$ cat config.mk
export PLATFORM = sky130hd
export DESIGN_NAME = mem_stage_flat
export DESIGN_NICKNAME = d
export VERILOG_FILES = /design/src/rtl/mem_stage_pkg.sv /design/src/rtl/mem_stage_if.sv /design/src/rtl/mem_stage_align.sv /design/src/rtl/mem_stage.sv /design/src/flat_wrapper.sv
export SDC_FILE = /design/constraint.sdc
export NUM_CORES = 1
export LEC_CHECK = 0
export BUFFER_PORTS_ARGS = -buffer_cell sky130_fd_sc_hd__buf_2
export CAP_MARGIN = 20
export CORE_MARGIN = 2
export CORE_UTILIZATION = 47
export CTS_CLUSTER_DIAMETER = 40
export DETAILED_ROUTE_END_ITERATION = 8
export MAX_ROUTING_LAYER = met4
export PLACE_DENSITY = 0.72
export SLEW_MARGIN = 0
export SYNTH_ARGS = -nofsm -noshare
export SYNTH_HDL_FRONTEND = slang
export SYNTH_SLANG_ARGS = --single-unit
$ cat constraint.sdc
create_clock -name clk -period 3.2 [get_ports clk]
set_input_delay 0.64 -clock clk [delete_from_list [all_inputs] [get_ports clk]]
set_output_delay 0.64 -clock clk [all_outputs]
set_load 0.03 [all_outputs]
$ cat src/rtl/mem_stage_pkg.sv
// Shared definitions for the memory-access stage: data width, funct3 width codes
// and the stage FSM encoding.
package mem_stage_pkg;

    localparam int XLEN = 32;

    typedef enum logic [2:0] {
        F3_B  = 3'b000,
        F3_H  = 3'b001,
        F3_W  = 3'b010,
        F3_BU = 3'b100,
        F3_HU = 3'b101
    } f3_e;

    typedef enum logic [1:0] {
        ST_IDLE = 2'd0,
        ST_REQ  = 2'd1,
        ST_RESP = 2'd2
    } state_e;

endpackage

$ cat src/rtl/mem_stage_if.sv
// Execute-side issue, data-memory port and writeback signals of the memory stage.
// The stage connects through "slave"; its environment drives through "master".
interface mem_stage_if;
    import mem_stage_pkg::*;

    logic            in_valid;
    logic            in_ready;
    logic [XLEN-1:0] alu_res;
    logic [XLEN-1:0] store_val;
    logic [2:0]      funct3;
    logic            is_load;
    logic            is_store;
    logic [4:0]      rd;
    logic            reg_write;

    logic            mem_req;
    logic            mem_we;
    logic [XLEN-1:0] mem_addr;
    logic [3:0]      mem_be;
    logic [XLEN-1:0] mem_wdata;
    logic            mem_gnt;
    logic            mem_rvalid;
    logic [XLEN-1:0] mem_rdata;

    logic            wb_valid;
    logic [4:0]      wb_rd;
    logic            wb_we;
    logic [XLEN-1:0] wb_val;
    logic            fault;

    modport slave (
        input  in_valid, alu_res, store_val, funct3, is_load, is_store, rd, reg_write,
        input  mem_gnt, mem_rvalid, mem_rdata,
        output in_ready,
        output mem_req, mem_we, mem_addr, mem_be, mem_wdata,
        output wb_valid, wb_rd, wb_we, wb_val, fault
    );

    modport master (
        output in_valid, alu_res, store_val, funct3, is_load, is_store, rd, reg_write,
        output mem_gnt, mem_rvalid, mem_rdata,
        input  in_ready,
        input  mem_req, mem_we, mem_addr, mem_be, mem_wdata,
        input  wb_valid, wb_rd, wb_we, wb_val, fault
    );

endinterface

$ cat src/rtl/mem_stage_align.sv
// Byte-lane logic: byte enables, store-data replication, alignment/illegal-width
// fault and load extraction with sign/zero extension.
module mem_align
    import mem_stage_pkg::*;
(
    input  logic [2:0]      i_funct3,
    input  logic [1:0]      i_addr_lo,
    input  logic [XLEN-1:0] i_wdata,
    input  logic [XLEN-1:0] i_rdata,
    output logic [3:0]      o_be,
    output logic [XLEN-1:0] o_wdata,
    output logic            o_fault,
    output logic [XLEN-1:0] o_rdata
);

    logic [4:0]      w_shamt;
    logic [XLEN-1:0] w_shifted;
    logic            w_signed;

    assign w_shamt   = {i_addr_lo, 3'b000};
    assign w_shifted = i_rdata >> w_shamt;
    // funct3[2] set means the unsigned (BU/HU) variant
    assign w_signed  = ~i_funct3[2];

    always_comb begin
        o_be    = 4'b0000;
        o_wdata = i_wdata;
        o_fault = 1'b0;
        o_rdata = w_shifted;
        case (i_funct3)
            F3_B, F3_BU: begin
                o_be    = 4'b0001 << i_addr_lo;
                o_wdata = {4{i_wdata[7:0]}};
                o_rdata = {{24{w_shifted[7] & w_signed}}, w_shifted[7:0]};
            end
            F3_H, F3_HU: begin
                o_be    = 4'b0011 << i_addr_lo;
                o_wdata = {2{i_wdata[15:0]}};
                o_fault = i_addr_lo[0];
                o_rdata = {{16{w_shifted[15] & w_signed}}, w_shifted[15:0]};
            end
            F3_W: begin
                o_be    = 4'b1111;
                o_fault = |i_addr_lo;
            end
            default: begin
                o_fault = 1'b1;
            end
        endcase
    end

endmodule

$ cat src/rtl/mem_stage.sv
// Memory-access stage: accepts one instruction, runs its load/store on the
// request/grant/response port and emits a registered writeback packet.
//
//   state   | meaning
//   --------+-----------------------------------------------------------
//   ST_IDLE | ready for an instruction; non-memory ops and faults retire here
//   ST_REQ  | mem_req asserted, request fields held until mem_gnt
//   ST_RESP | load granted, waiting for mem_rvalid
module mem_stage
    import mem_stage_pkg::*;
(
    input  logic      clk,
    input  logic      rst_n,
    mem_stage_if.slave bus
);

    state_e          r_state;
    state_e          w_state_nxt;

    logic [2:0]      r_funct3;
    logic [1:0]      r_addr_lo;
    logic            r_is_load;
    logic [4:0]      r_rd;
    logic            r_reg_write;

    logic            r_mem_req;
    logic            r_mem_we;
    logic [XLEN-1:0] r_mem_addr;
    logic [3:0]      r_mem_be;
    logic [XLEN-1:0] r_mem_wdata;

    logic            r_wb_valid;
    logic [4:0]      r_wb_rd;
    logic            r_wb_we;
    logic [XLEN-1:0] r_wb_val;
    logic            r_fault;

    logic            w_idle;
    logic            w_is_mem;
    logic [2:0]      w_sel_funct3;
    logic [1:0]      w_sel_addr_lo;
    logic [3:0]      w_be;
    logic [XLEN-1:0] w_wdata;
    logic            w_fault;
    logic [XLEN-1:0] w_load_val;

    assign w_idle   = (r_state == ST_IDLE);
    assign w_is_mem = bus.is_load | bus.is_store;

    // Live inputs drive the lane logic at accept; latched fields drive it during RESP.
    assign w_sel_funct3  = w_idle ? bus.funct3       : r_funct3;
    assign w_sel_addr_lo = w_idle ? bus.alu_res[1:0] : r_addr_lo;

    mem_align u_align (
        .i_funct3  (w_sel_funct3),
        .i_addr_lo (w_sel_addr_lo),
        .i_wdata   (bus.store_val),
        .i_rdata   (bus.mem_rdata),
        .o_be      (w_be),
        .o_wdata   (w_wdata),
        .o_fault   (w_fault),
        .o_rdata   (w_load_val)
    );

    always_ff @(posedge clk or negedge rst_n) begin
        if (!rst_n) begin
            r_state <= ST_IDLE;
        end else begin
            r_state <= w_state_nxt;
        end
    end

    always_comb begin
        w_state_nxt = r_state;
        case (r_state)
            ST_IDLE: begin
                if (bus.in_valid && w_is_mem && !w_fault) begin
                    w_state_nxt = ST_REQ;
                end
            end
            ST_REQ: begin
                if (bus.mem_gnt) begin
                    w_state_nxt = r_is_load ? ST_RESP : ST_IDLE;
                end
            end
            ST_RESP: begin
                if (bus.mem_rvalid) begin
                    w_state_nxt = ST_IDLE;
                end
            end
            default: begin
                w_state_nxt = ST_IDLE;
            end
        endcase
    end

    always_ff @(posedge clk or negedge rst_n) begin
        if (!rst_n) begin
            r_funct3    <= 3'b000;
            r_addr_lo   <= 2'b00;
            r_is_load   <= 1'b0;
            r_rd        <= 5'd0;
            r_reg_write <= 1'b0;
            r_mem_req   <= 1'b0;
            r_mem_we    <= 1'b0;
            r_mem_addr  <= '0;
            r_mem_be    <= 4'b0000;
            r_mem_wdata <= '0;
            r_wb_valid  <= 1'b0;
            r_wb_rd     <= 5'd0;
            r_wb_we     <= 1'b0;
            r_wb_val    <= '0;
            r_fault     <= 1'b0;
        end else begin
            r_wb_valid <= 1'b0;
            case (r_state)
                ST_IDLE: begin
                    if (bus.in_valid) begin
                        r_funct3    <= bus.funct3;
                        r_addr_lo   <= bus.alu_res[1:0];
                        r_is_load   <= bus.is_load;
                        r_rd        <= bus.rd;
                        r_reg_write <= bus.reg_write;
                        if (!w_is_mem) begin
                            r_wb_valid <= 1'b1;
                            r_wb_rd    <= bus.rd;
                            r_wb_we    <= bus.reg_write;
                            r_wb_val   <= bus.alu_res;
                            r_fault    <= 1'b0;
                        end else if (w_fault) begin
                            // faulting address is reported in wb_val for diagnosis
                            r_wb_valid <= 1'b1;
                            r_wb_rd    <= bus.rd;
                            r_wb_we    <= 1'b0;
                            r_wb_val   <= bus.alu_res;
                            r_fault    <= 1'b1;
                        end else begin
                            r_mem_req   <= 1'b1;
                            r_mem_we    <= bus.is_store;
                            r_mem_addr  <= {bus.alu_res[XLEN-1:2], 2'b00};
                            r_mem_be    <= w_be;
                            r_mem_wdata <= w_wdata;
                        end
                    end
                end
                ST_REQ: begin
                    if (bus.mem_gnt) begin
                        r_mem_req <= 1'b0;
                        if (!r_is_load) begin
                            r_wb_valid <= 1'b1;
                            r_wb_rd    <= r_rd;
                            r_wb_we    <= 1'b0;
                            r_fault    <= 1'b0;
                        end
                    end
                end
                ST_RESP: begin
                    if (bus.mem_rvalid) begin
                        r_wb_valid <= 1'b1;
                        r_wb_rd    <= r_rd;
                        r_wb_we    <= r_reg_write;
                        r_wb_val   <= w_load_val;
                        r_fault    <= 1'b0;
                    end
                end
                default: begin
                end
            endcase
        end
    end

    assign bus.in_ready  = w_idle;
    assign bus.mem_req   = r_mem_req;
    assign bus.mem_we    = r_mem_we;
    assign bus.mem_addr  = r_mem_addr;
    assign bus.mem_be    = r_mem_be;
    assign bus.mem_wdata = r_mem_wdata;
    assign bus.wb_valid  = r_wb_valid;
    assign bus.wb_rd     = r_wb_rd;
    assign bus.wb_we     = r_wb_we;
    assign bus.wb_val    = r_wb_val;
    assign bus.fault     = r_fault;

endmodule

$ cat src/flat_wrapper.sv
// flat-port wrapper written by rule: the top's interface ports become plain ports
module mem_stage_flat import mem_stage_pkg::*;
  (clk, rst_n, bus_in_valid, bus_alu_res, bus_store_val, bus_funct3, bus_is_load, bus_is_store, bus_rd, bus_reg_write, bus_mem_gnt, bus_mem_rvalid, bus_mem_rdata, bus_in_ready, bus_mem_req, bus_mem_we, bus_mem_addr, bus_mem_be, bus_mem_wdata, bus_wb_valid, bus_wb_rd, bus_wb_we, bus_wb_val, bus_fault);
  mem_stage_if bus_i ();
  input  logic clk;
  input  logic rst_n;
  input wire logic [$bits(bus_i.in_valid)-1:0] bus_in_valid;
  input wire logic [$bits(bus_i.alu_res)-1:0] bus_alu_res;
  input wire logic [$bits(bus_i.store_val)-1:0] bus_store_val;
  input wire logic [$bits(bus_i.funct3)-1:0] bus_funct3;
  input wire logic [$bits(bus_i.is_load)-1:0] bus_is_load;
  input wire logic [$bits(bus_i.is_store)-1:0] bus_is_store;
  input wire logic [$bits(bus_i.rd)-1:0] bus_rd;
  input wire logic [$bits(bus_i.reg_write)-1:0] bus_reg_write;
  input wire logic [$bits(bus_i.mem_gnt)-1:0] bus_mem_gnt;
  input wire logic [$bits(bus_i.mem_rvalid)-1:0] bus_mem_rvalid;
  input wire logic [$bits(bus_i.mem_rdata)-1:0] bus_mem_rdata;
  output wire logic [$bits(bus_i.in_ready)-1:0] bus_in_ready;
  output wire logic [$bits(bus_i.mem_req)-1:0] bus_mem_req;
  output wire logic [$bits(bus_i.mem_we)-1:0] bus_mem_we;
  output wire logic [$bits(bus_i.mem_addr)-1:0] bus_mem_addr;
  output wire logic [$bits(bus_i.mem_be)-1:0] bus_mem_be;
  output wire logic [$bits(bus_i.mem_wdata)-1:0] bus_mem_wdata;
  output wire logic [$bits(bus_i.wb_valid)-1:0] bus_wb_valid;
  output wire logic [$bits(bus_i.wb_rd)-1:0] bus_wb_rd;
  output wire logic [$bits(bus_i.wb_we)-1:0] bus_wb_we;
  output wire logic [$bits(bus_i.wb_val)-1:0] bus_wb_val;
  output wire logic [$bits(bus_i.fault)-1:0] bus_fault;
  assign bus_i.in_valid = bus_in_valid;
  assign bus_i.alu_res = bus_alu_res;
  assign bus_i.store_val = bus_store_val;
  assign bus_i.funct3 = bus_funct3;
  assign bus_i.is_load = bus_is_load;
  assign bus_i.is_store = bus_is_store;
  assign bus_i.rd = bus_rd;
  assign bus_i.reg_write = bus_reg_write;
  assign bus_i.mem_gnt = bus_mem_gnt;
  assign bus_i.mem_rvalid = bus_mem_rvalid;
  assign bus_i.mem_rdata = bus_mem_rdata;
  assign bus_in_ready = bus_i.in_ready;
  assign bus_mem_req = bus_i.mem_req;
  assign bus_mem_we = bus_i.mem_we;
  assign bus_mem_addr = bus_i.mem_addr;
  assign bus_mem_be = bus_i.mem_be;
  assign bus_mem_wdata = bus_i.mem_wdata;
  assign bus_wb_valid = bus_i.wb_valid;
  assign bus_wb_rd = bus_i.wb_rd;
  assign bus_wb_we = bus_i.wb_we;
  assign bus_wb_val = bus_i.wb_val;
  assign bus_fault = bus_i.fault;
  mem_stage u_core (.clk(clk), .rst_n(rst_n), .bus(bus_i));
endmodule
# == Yosys cells after proc, flatten, opt, wreduce, memory -nomap -nowiden ==
# Cells that the tools add are included.
# classes
n_addsub,0
n_mul,0
div_mod_pow,0
magnitude_cmp,0
eq_ne,14
n_shift,3
n_mux,47
bitwise,5
reduce_logical,17
# ops
operator,n
$pmux 32 s2,3
$mux 32,4
$shr 32x5->32,1
$mux 5,6
$mux 1,20
$pmux 5 s3,1
$ne 2x2->1 const B,7
$pmux 1 s3,4
$pmux 4 s3,1
$mux 2,5
$reduce_and 4->1,2
$eq 3x3->1 const B,2
$pmux 2 s3,1
$reduce_and 6->1,1
$reduce_or 2->1,3
$reduce_and 5->1,1
$reduce_bool 2->1,2
$shl 1x2->4 const A,1
$shl 2x2->4 const A,1
$eq 3x1->1 const B,1
$eq 3x2->1 const B,1
$logic_not 3->1,1
$mux 3,1
$ne 3x3->1 const B,1
other kinds (12),15
# word_totals
reg_bits,122
latchBits,0
mem_bits_rw,0
mem_bits_ro,0
in_bits,112
output_inout_bits,111
memories,0

# == Logic depth before layout (Yosys ltp) ==
# Gate-level depths: netlist of the first run.
# logic_depth
depth_word,9
depth_mapped,11
depth_no_buf,7

# == Modules after synthesis ==
# Synthesis of the first run repeated with hierarchy kept, for this count alone.
# hier_totals
cells_unflattened,567
area_unflattened_um2,6505.0
# modules_own_cells
mod,instances,cells_per_inst,area_each_um2
mem_stage,1,378,5151.2
mem_align,1,189,1353.8

# == Least setup slack after synthesis of the first run ==
# No wires, ideal clock.
# synth_path
kind,flip-flop to flip-flop
startpoint,register u_core.r_state[0]
endpoint,register u_core.r_wb_val[26] (netlist: u_core.bus.wb_val[26])
setup_time_ns,0.147
t_arrival_ns,2.468
slack_ns,0.584
path_stages_with_launch,11
n_path_buf,3
period_less_slack_ns,2.616
cell_sequence,dfrtp_1 > inv_1 > ha_1 > buf_4 > mux2_2 > buf_2 > nand2_1 > o21ai_4 > a21oi_2 > buf_6 > a41oi_2
# synth_between
elab_chain_cells,7
# synth_rtl
item,line_no,text
"start, declared",mem_stage.sv:17,state_e r_state;
"start signal, assigned",mem_stage.sv:69,r_state <= w_state_nxt;
$logic_not 2->1 (*),mem_stage.sv:47,assign w_idle = (r_state == ST_IDLE);
named net bus_in_ready,flat_wrapper.sv:18,output wire logic [$bits(bus_i.in_ready)-1:0] bus_in_ready;
$mux 2 / $mux 3 (equally long branches),"mem_stage.sv:52, mem_stage.sv:51",
$shr 32x5->32 (tied with other cells),mem_stage_align.sv:21,assign w_shifted = i_rdata >> w_shamt;
$and 1x1->1 (tied with other cells),mem_stage_align.sv:40,"o_rdata = {{16{w_shifted[15] & w_signed}}, w_shifted[15:0]};"
$pmux 32 s2 / $pmux 1 s3 (equally long branches),mem_stage_align.sv:30,case (i_funct3)
$mux 32 / $ne 3x3->1 (equally long branches),-,
$pmux 32 s2 / $reduce_and 4->1 (equally long branches),-,
"end signal, assigned",mem_stage.sv:128,r_wb_val <= bus.alu_res;
"end signal, assigned",mem_stage.sv:135,r_wb_val <= bus.alu_res;
"end signal, assigned",mem_stage.sv:162,r_wb_val <= w_load_val;
"end, declared",mem_stage.sv:35,logic [XLEN-1:0] r_wb_val;
# Mark *: on every way through the listed nets, which the timed path passes. The rest lies on a longest branch. The select of a mux whose other input is x is not followed.
# A chain may end at the register's enable or synchronous reset.

# == Final worst setup path of the first run ==
# layout_path
startpoint,register u_core.r_state[0]
endpoint,register u_core.r_mem_wdata[18] (netlist: u_core.bus.mem_wdata[18])
# layout_between
elab_chain_cells,7
# layout_rtl
item,line_no,text
$logic_not 2->1 (*),"mem_stage.sv:47, mem_stage.sv:116",
$mux 3,mem_stage.sv:51,assign w_sel_funct3 = w_idle ? bus.funct3 : r_funct3;
$eq 3x1->1 (tied with other cells),mem_stage_align.sv:30,
$reduce_or 2->1,mem_stage_align.sv:30,
$pmux 1 s3,mem_stage_align.sv:30,
$not 1->1 (no line),-,
$reduce_and 4->1 (no line),-,
"end signal, assigned",mem_stage.sv:142,r_mem_wdata <= w_wdata;
"end, declared",mem_stage.sv:30,logic [XLEN-1:0] r_mem_wdata;
# Mark *: on every way between the ends. The rest lies on a longest branch, timed or not.

==> flow_summary.yaml, run 1 <==
final_layout:
  final_common_cell: "buf_2"
  fill_cells: 1252
  final_net_count: 1028
  design_area_mm2: 0.00850
  area_growth_pct: 29.6
  final_cell_mix: "219 x buf_2, 202 x nand2_1, 122 x dfrtp_1, 69 x mux2i_1, 40 x nor2_1"
  drive_above_1_share_pct: 35.5
yosys:
  synth_area_mm2: 0.00656
  yosysSeqAreaShare_pct: 46.6
  netlist_instances: 702
  syn_area_per_cell_um2: 9.34
  synth_seq_cells: 122
  yosys.cell_types.count: 57
  synth-edff-count: 0
  async_reset_ff_share_pct: 100
  synth_area_leaders: "dfrtp_1 47%, nand2_1 12%, mux2i_1 11%"
  ys_warn_count: 0
  synth_top_area_share_pct: 46.6
  ys.flop_type: "dfrtp_1"
  yosysTopAreaCell: "dfrtp_1"
global_route:
  grt_pass1_wl_um: 28900
  antenna_found_initial: 1
  grt_pass1_vias: 5630
  grt_overflow: 0
  grtUsageTotal_pct: 26.1
  grt_max_degree: 56
timing:
  hold_viol_final: 0
  fin_skew_ns: 0.00489
  tns_ns: 0
  setup_viol: 0
  slew_headroom_pct: 58.1
  rsz0062_at_grt: "no"
  min_period_ns: 2.95
  fin_crit_sh_pct: 92.1
  fmaxAchievable_mhz: 339
  finalMaxSlewViolations: 0
  worst_slew_pin_slew_ns: 0.624
route:
  drt_iter0_markers: 376
  viasPerCell: 5.39
  first_pass_iters: 5
  wl_per_cell_um: 16.9
  vias: 5961
  drt_wl_total_um: 18600
  drc_errors: 0
  ant_nets: 0
cts:
  root_buffer: "clkbuf_16"
  cts_setup_buffers: 0
  clock_latency_ns: 0.41
  ctsResizeCount: 0
  clock_sinks: 122
  ctsLongestPathBuffers: 2
  htreeDepth: 4
  clk_pin_slew_worst_paths_ns: 0.05
  cts_buffers: 17
  hold_buffers: 0
  cts_tree: "done"
worst_setup_path:
  rrSetupSlack_ns: 0.25
  rr_startpoint: "u_core.r_state[0]$_DFFE_PN0P_"
  slowest_delay_ns: 0.55
  cp_slowest_cell: "a311oi_1"
  required_ns: 3.53
  cp_cell_sequence: "inv_1 -> ha_1 -> buf_4 -> and3b_1 -> a311oi_1 -> o2111a_2 -> buf_12 -> nor2_1 -> a31oi_1"
  cpLargestDelayFamily: "compound AO/OA/AOI/OAI gates"
  cp_num_buf_inv: 3
  arrival_ns: 3.28
  critPathLaunchType: "flop"
  startpoint: "u_core.r_state[0]$_DFFE_PN0P_"
  path_max_fanout: 55
  crit_type: "reg -> reg"
  end_kind: "flop"
power:
  power.share.clock_pct: 20.1
  switching_share_pct: 45.4
  finalPower_uw: 10100
  p_sw_uw: 4600
  power_leakage_uw: 0.00439
  power_frac_seq_pct: 26.8
  pwr-share-comb_pct: 53.1
  ir_drop_v: 0.000503
  power_density_mw_per_mm2: 1190
  power.internal_uw: 5530
job:
  drv_cap: 0
place:
  place_area_mm2: 0.00787
  place_congestion: 0.861
  hpwl_um: 13600
  portBuffers: 220
floorplanning:
  core_mm2: 0.0138
  die_area_mm2: 0.0149
  io_pins: 223
  die_y_um: 122
  num_rows: 43
  die_x_um: 122
  start_util_pct: 47.6
worst_hold_path:
  hp-class: "in -> async"
outcome:
  status: "finished, final reports clean"
## power groups by stage
stage | sequential, uW | clock [uW] | combinational, uW
after global routing | 2810 | 2150 | 5830
after CTS | 2720 | 2070 | 5420
final | 2720 | 2040 | 5380
after detailed placement | 2730 | 0 | 5390
after floorplan | 3950 | 0 | 2660
after global placement | 2720 | 0 | 5320
## worst reg2reg max path, stage by stage, from the launching register on
cell and delay, ns:
dfrtp_1 0.41, inv_1 0.10, ha_1 0.47, buf_4 0.31, and3b_1 0.20, a311oi_1 0.55
o2111a_2 0.34, buf_12 0.26, nor2_1 0.07, a31oi_1 0.15
## registers in the layout (all words and copies together) (netlist names)
signal	flops
u_core.bus.fault	1
u_core.bus.mem_addr	30
u_core.bus.mem_be	4
u_core.bus.mem_req	1
u_core.bus.mem_wdata	32
u_core.bus.mem_we	1
u_core.bus.wb_rd	5
u_core.bus.wb_val	32
u_core.bus.wb_valid	1
u_core.bus.wb_we	1
u_core.r_addr_lo	2
u_core.r_funct3	3
u_core.r_is_load	1
u_core.r_rd	5
u_core.r_reg_write	1
u_core.r_state	2
## kinds of logic after synthesis
logic type | Yosys count | share of synthesized area [%]
muxes | 100 | 16.2
adders and majority gates | 4 | 0.763
DFF | 122 | 46.6
other | 1 | 0.0572
buffers and inverters | 61 | 4.26
and+or+nand+nor | 292 | 19.1
AOI/OAI and AO/OA | 122 | 13.1
## area by class of cell
type,instances,area (um^2),area share [%]
Clock buffer,24,492,5.79
Tap cell,180,225,2.65
Timing Repair Buffer,238,1280,15.0
Inverter,13,48.8,0.574
Multi-Input combinational cell,520,3260,38.4
Sequential cell,122,3050,35.9
Antenna cell,1,2.50,0.0295
Clock inverter,7,138,1.62
## per-layer routing
| layer | GRT usage (%) | share of wire (%) |
|---|---|---|
| met1 | 33.3 | 44 |
| met2 | 40.7 | 46 |
| met3 | 5.81 | 7.8 |
| met4 | 9.84 | 2.2 |
| met5 | - | 0 |
## path summary, 6_finish.rpt
path / end / cells after the start
hold / removal: u_core.bus.mem_addr[9]$_DFFE_PN0P_ / 1
min in group clk: u_core.bus.mem_addr[27]$_DFFE_PN0P_ / 3
setup reg to reg: u_core.bus.mem_wdata[18]$_DFFE_PN0P_ / 9
hold reg to reg: u_core.bus.mem_wdata[3]$_DFFE_PN0P_ / 2
max in group asynchronous: u_core.bus.mem_we$_DFFE_PN0P_ / 2
setup / recovery: u_core.bus.mem_wdata[18]$_DFFE_PN0P_ / 9
## Yosys cell counts (3+ instances only)
library cell  count
a41oi_1           6
buf_4             4
a211oi_1          8
nor2b_1           6
or2_2            18
dfrtp_1         122
clkbuf_1         18
a21oi_1          24
mux2_1            7
nor2_1           40
nand3_1           5
ha_1              4
mux2i_1          70
nor3_1            6
a31oi_1           9
inv_1            12
nand2_1         202
buf_1             8
o31ai_1          10
mux2_2           21
a31oi_2           8
and2_1            3
o22ai_1           8
buf_2            16
o21ai_0          26
o21ai_1           4
## per-stage QoR
| stage | hold WS, ns | utilization, % | setup WS, ns | cells |
|---|---|---|---|---|
| after global placement | 0.452 | 57.1 | 0.435 | 1073 |
| after floorplan | 0.344 | - | 0.584 | 703 |
| after detailed placement | 0.457 | 57.1 | 0.301 | 1073 |
| after CTS | 0.209 | 61.7 | 0.240 | 1104 |
| final | 0.196 | 61.7 | 0.254 | 1105 |
| after global routing | 0.232 | 61.7 | 0.0574 | 1105 |
Power figures use the tool's default switching activity.
==> inputs of run 2 (changes only) <==
--- a/config.mk
+++ b/config.mk
@@ -7,12 +7,16 @@
 export LEC_CHECK = 0
 export BUFFER_PORTS_ARGS = -buffer_cell sky130_fd_sc_hd__buf_2
 export CAP_MARGIN = 20
+export CELL_PAD_IN_SITES_DETAIL_PLACEMENT = 1
+export CELL_PAD_IN_SITES_GLOBAL_PLACEMENT = 1
 export CORE_MARGIN = 2
-export CORE_UTILIZATION = 47
+export CORE_UTILIZATION = 38
 export CTS_CLUSTER_DIAMETER = 40
 export DETAILED_ROUTE_END_ITERATION = 8
+export GPL_TIMING_DRIVEN = 0
 export MAX_ROUTING_LAYER = met4
-export PLACE_DENSITY = 0.72
+export PLACE_DENSITY = 0.78
+export REMOVE_ABC_BUFFERS = 1
 export SLEW_MARGIN = 0
 export SYNTH_ARGS = -nofsm -noshare
 export SYNTH_HDL_FRONTEND = slang
==> run 2 against run 1 <==
  * Count of clock-buffer cells in the layout up 1
  * Die area up 23%
  * Design area up 2.6%
  * Sequential share of layout area down 0.92 points
  * First-iteration DRC count down 40%
  * Worst hold slack worse by 0.024 ns
  * Fmax down 3.4%
  * Clock skew up 0.0060 ns
  * Register-to-register slack worse by 0.10 ns
  * Critical path type unchanged
==> flow_summary.yaml, run 2 (synthesis gave the netlist of run 1 again) <==
cts:
  root_buffer: "clkbuf_16"
  clock_sinks: 122
  cts_buffers: 17
  hold_buffers: 0
  clk_pin_slew_worst_paths_ns: 0.06
  ctsLongestPathBuffers: 2
  htreeDepth: 4
  clock_latency_ns: 0.41
  cts_tree: "done"
timing:
  tns_ns: 0
  fmaxAchievable_mhz: 328
  fin_crit_sh_pct: 95.3
  slew_headroom_pct: 28.0
  setup_viol: 0
  hold_viol_final: 0
  worst_slew_pin_slew_ns: 1.06
  finalMaxSlewViolations: 0
  rsz0062_at_grt: "no"
  min_period_ns: 3.05
  fin_skew_ns: 0.0109
  holdWs_ns: 0.172
worst_setup_path:
  path_max_fanout: 30
  arrival_ns: 3.37
  rrSetupSlack_ns: 0.15
  rr_startpoint: "u_core.r_state[0]$_DFFE_PN0P_"
  reg2reg_depth: 7
  r2r_end: "u_core.bus.wb_val[28]$_DFFE_PN0P_"
  crit_type: "reg -> reg"
  cpLargestDelayFamily: "simple AND/OR/NAND/NOR gates"
  crit_end: "u_core.bus.wb_val[28]$_DFFE_PN0P_"
  crit_cells: 7
  cp_num_buf_inv: 2
  slowest_delay_ns: 0.59
  cp_cell_sequence: "inv_1 -> ha_4 -> buf_16 -> mux2_2 -> nor3_1 -> nand2_1 -> a41oi_1"
  critPathLaunchType: "flop"
  startpoint: "u_core.r_state[0]$_DFFE_PN0P_"
  required_ns: 3.52
  end_kind: "flop"
  cp_slowest_cell: "mux2_2"
route:
  drt_iter0_markers: 225
  vias: 6040
  ant_nets: 0
  drc_errors: 0
  drt_wl_total_um: 21600
  wl_per_cell_um: 18.8
  first_pass_iters: 4
  viasPerCell: 5.24
final_layout:
  drive_above_1_share_pct: 36.6
  diodes: 0
  area_growth_pct: 33.0
  fin_cells: 1152
  final_cell_mix: "219 x buf_2, 202 x nand2_1, 122 x dfrtp_1, 68 x mux2i_1, 39 x nor2_1"
  final_net_count: 1031
  final_common_cell: "buf_2"
  fill_cells: 2003
job:
  drv_cap: 0
place:
  hpwl_um: 15300
  dp_cells: 1109
  place_congestion: 0.797
  portBuffers: 220
power:
  ir_drop_v: 0.000495
  finalPower_uw: 10400
  power_density_mw_per_mm2: 1200
  power_leakage_uw: 0.00442
global_route:
  grt_max_degree: 72
  grt_overflow: 0
  antenna_found_initial: 0
  grt_pass1_vias: 6437
  grtUsageTotal_pct: 24.8
  grt_pass1_wl_um: 34000
floorplanning:
  start_util_pct: 38.4
  num_rows: 48
  die_y_um: 135
  die_area_mm2: 0.0183
  io_pins: 223
  core_mm2: 0.0171
  die_x_um: 135
outcome:
  status: "finished, final reports clean"
worst_hold_path:
  hp-class: "in -> async"
run 2: cell count changes in the layout (fill, tap and decap cells not counted), sizes merged:
cell      change
buf           +1
bufinv        -3
clkbuf        +1
clkinvlp      +2
diode         -1
mux2i         +1
o2111ai       +1
run 2: layout make-up:
| cell class | instances | area (um^2) | area share (%) |
|---|---|---|---|
| Tap cell | 225 | 282 | 3.23 |
| Clock inverter | 6 | 62.6 | 0.717 |
| Clock buffer | 25 | 505 | 5.80 |
| Multi-Input combinational cell | 522 | 3340 | 38.4 |
| Timing Repair Buffer | 239 | 1420 | 16.3 |
| Sequential cell | 122 | 3050 | 35.0 |
| Inverter | 13 | 48.8 | 0.560 |
run 2: report_power, final:
group / switching, uW / leakage [uW] / internal [uW]
Clock: 713 / 0.000271 / 1170
Combinational: 3750 / 0.00266 / 2100
Sequential: 426 / 0.00149 / 2290
Total: 4880 / 0.00442 / 5560
run 2: through the flow:
step / cell area (um^2) / utilization [%] / worst slack [ns]
floorplan: 6330 / - / -2.18
global placement: 7710 / 45.2 / -4.89
detailed placement: 7970 / 46.7 / -0.583
CTS: 8620 / 50.6 / 0.0280
global route: 8720 / 51.1 / 0.00883
finish: 8720 / 51.1 / 0.151
run 2: worst min path at each step:
stage | startpoint | end | slack (ns) | cells past startpoint
after CTS | rst_n | u_core.bus.mem_addr[13]$_DFFE_PN0P_ | 0.18 | 1
after floorplan | rst_n | u_core.bus.fault$_DFFE_PN0P_ | 0.34 | 0
after global placement | u_core.bus.mem_addr[20]$_DFFE_PN0P_ | u_core.bus.mem_addr[20]$_DFFE_PN0P_ | 0.45 | 2
final | rst_n | u_core.bus.mem_addr[13]$_DFFE_PN0P_ | 0.17 | 1
after detailed placement | u_core.bus.mem_addr[21]$_DFFE_PN0P_ | u_core.bus.mem_addr[21]$_DFFE_PN0P_ | 0.46 | 2
after global routing | rst_n | u_core.bus.mem_addr[13]$_DFFE_PN0P_ | 0.19 | 1
run 2: metal layers:
layer	up-vias	track usage [%]	wire, um
met2	197	41.3	10600
li1	2841	-	-
met4	0	7.18	331
met5	-	-	0
met1	2978	30.1	9370
met3	24	6.10	1310
run 2: what timing repair did:
item | CTS | global route
pin swaps | 1 | 3
setup endpoints to repair | 92 | 49
gates cloned | 2 | 0
gates resized for setup | 6 | 4
setup buffers | 2 | 8
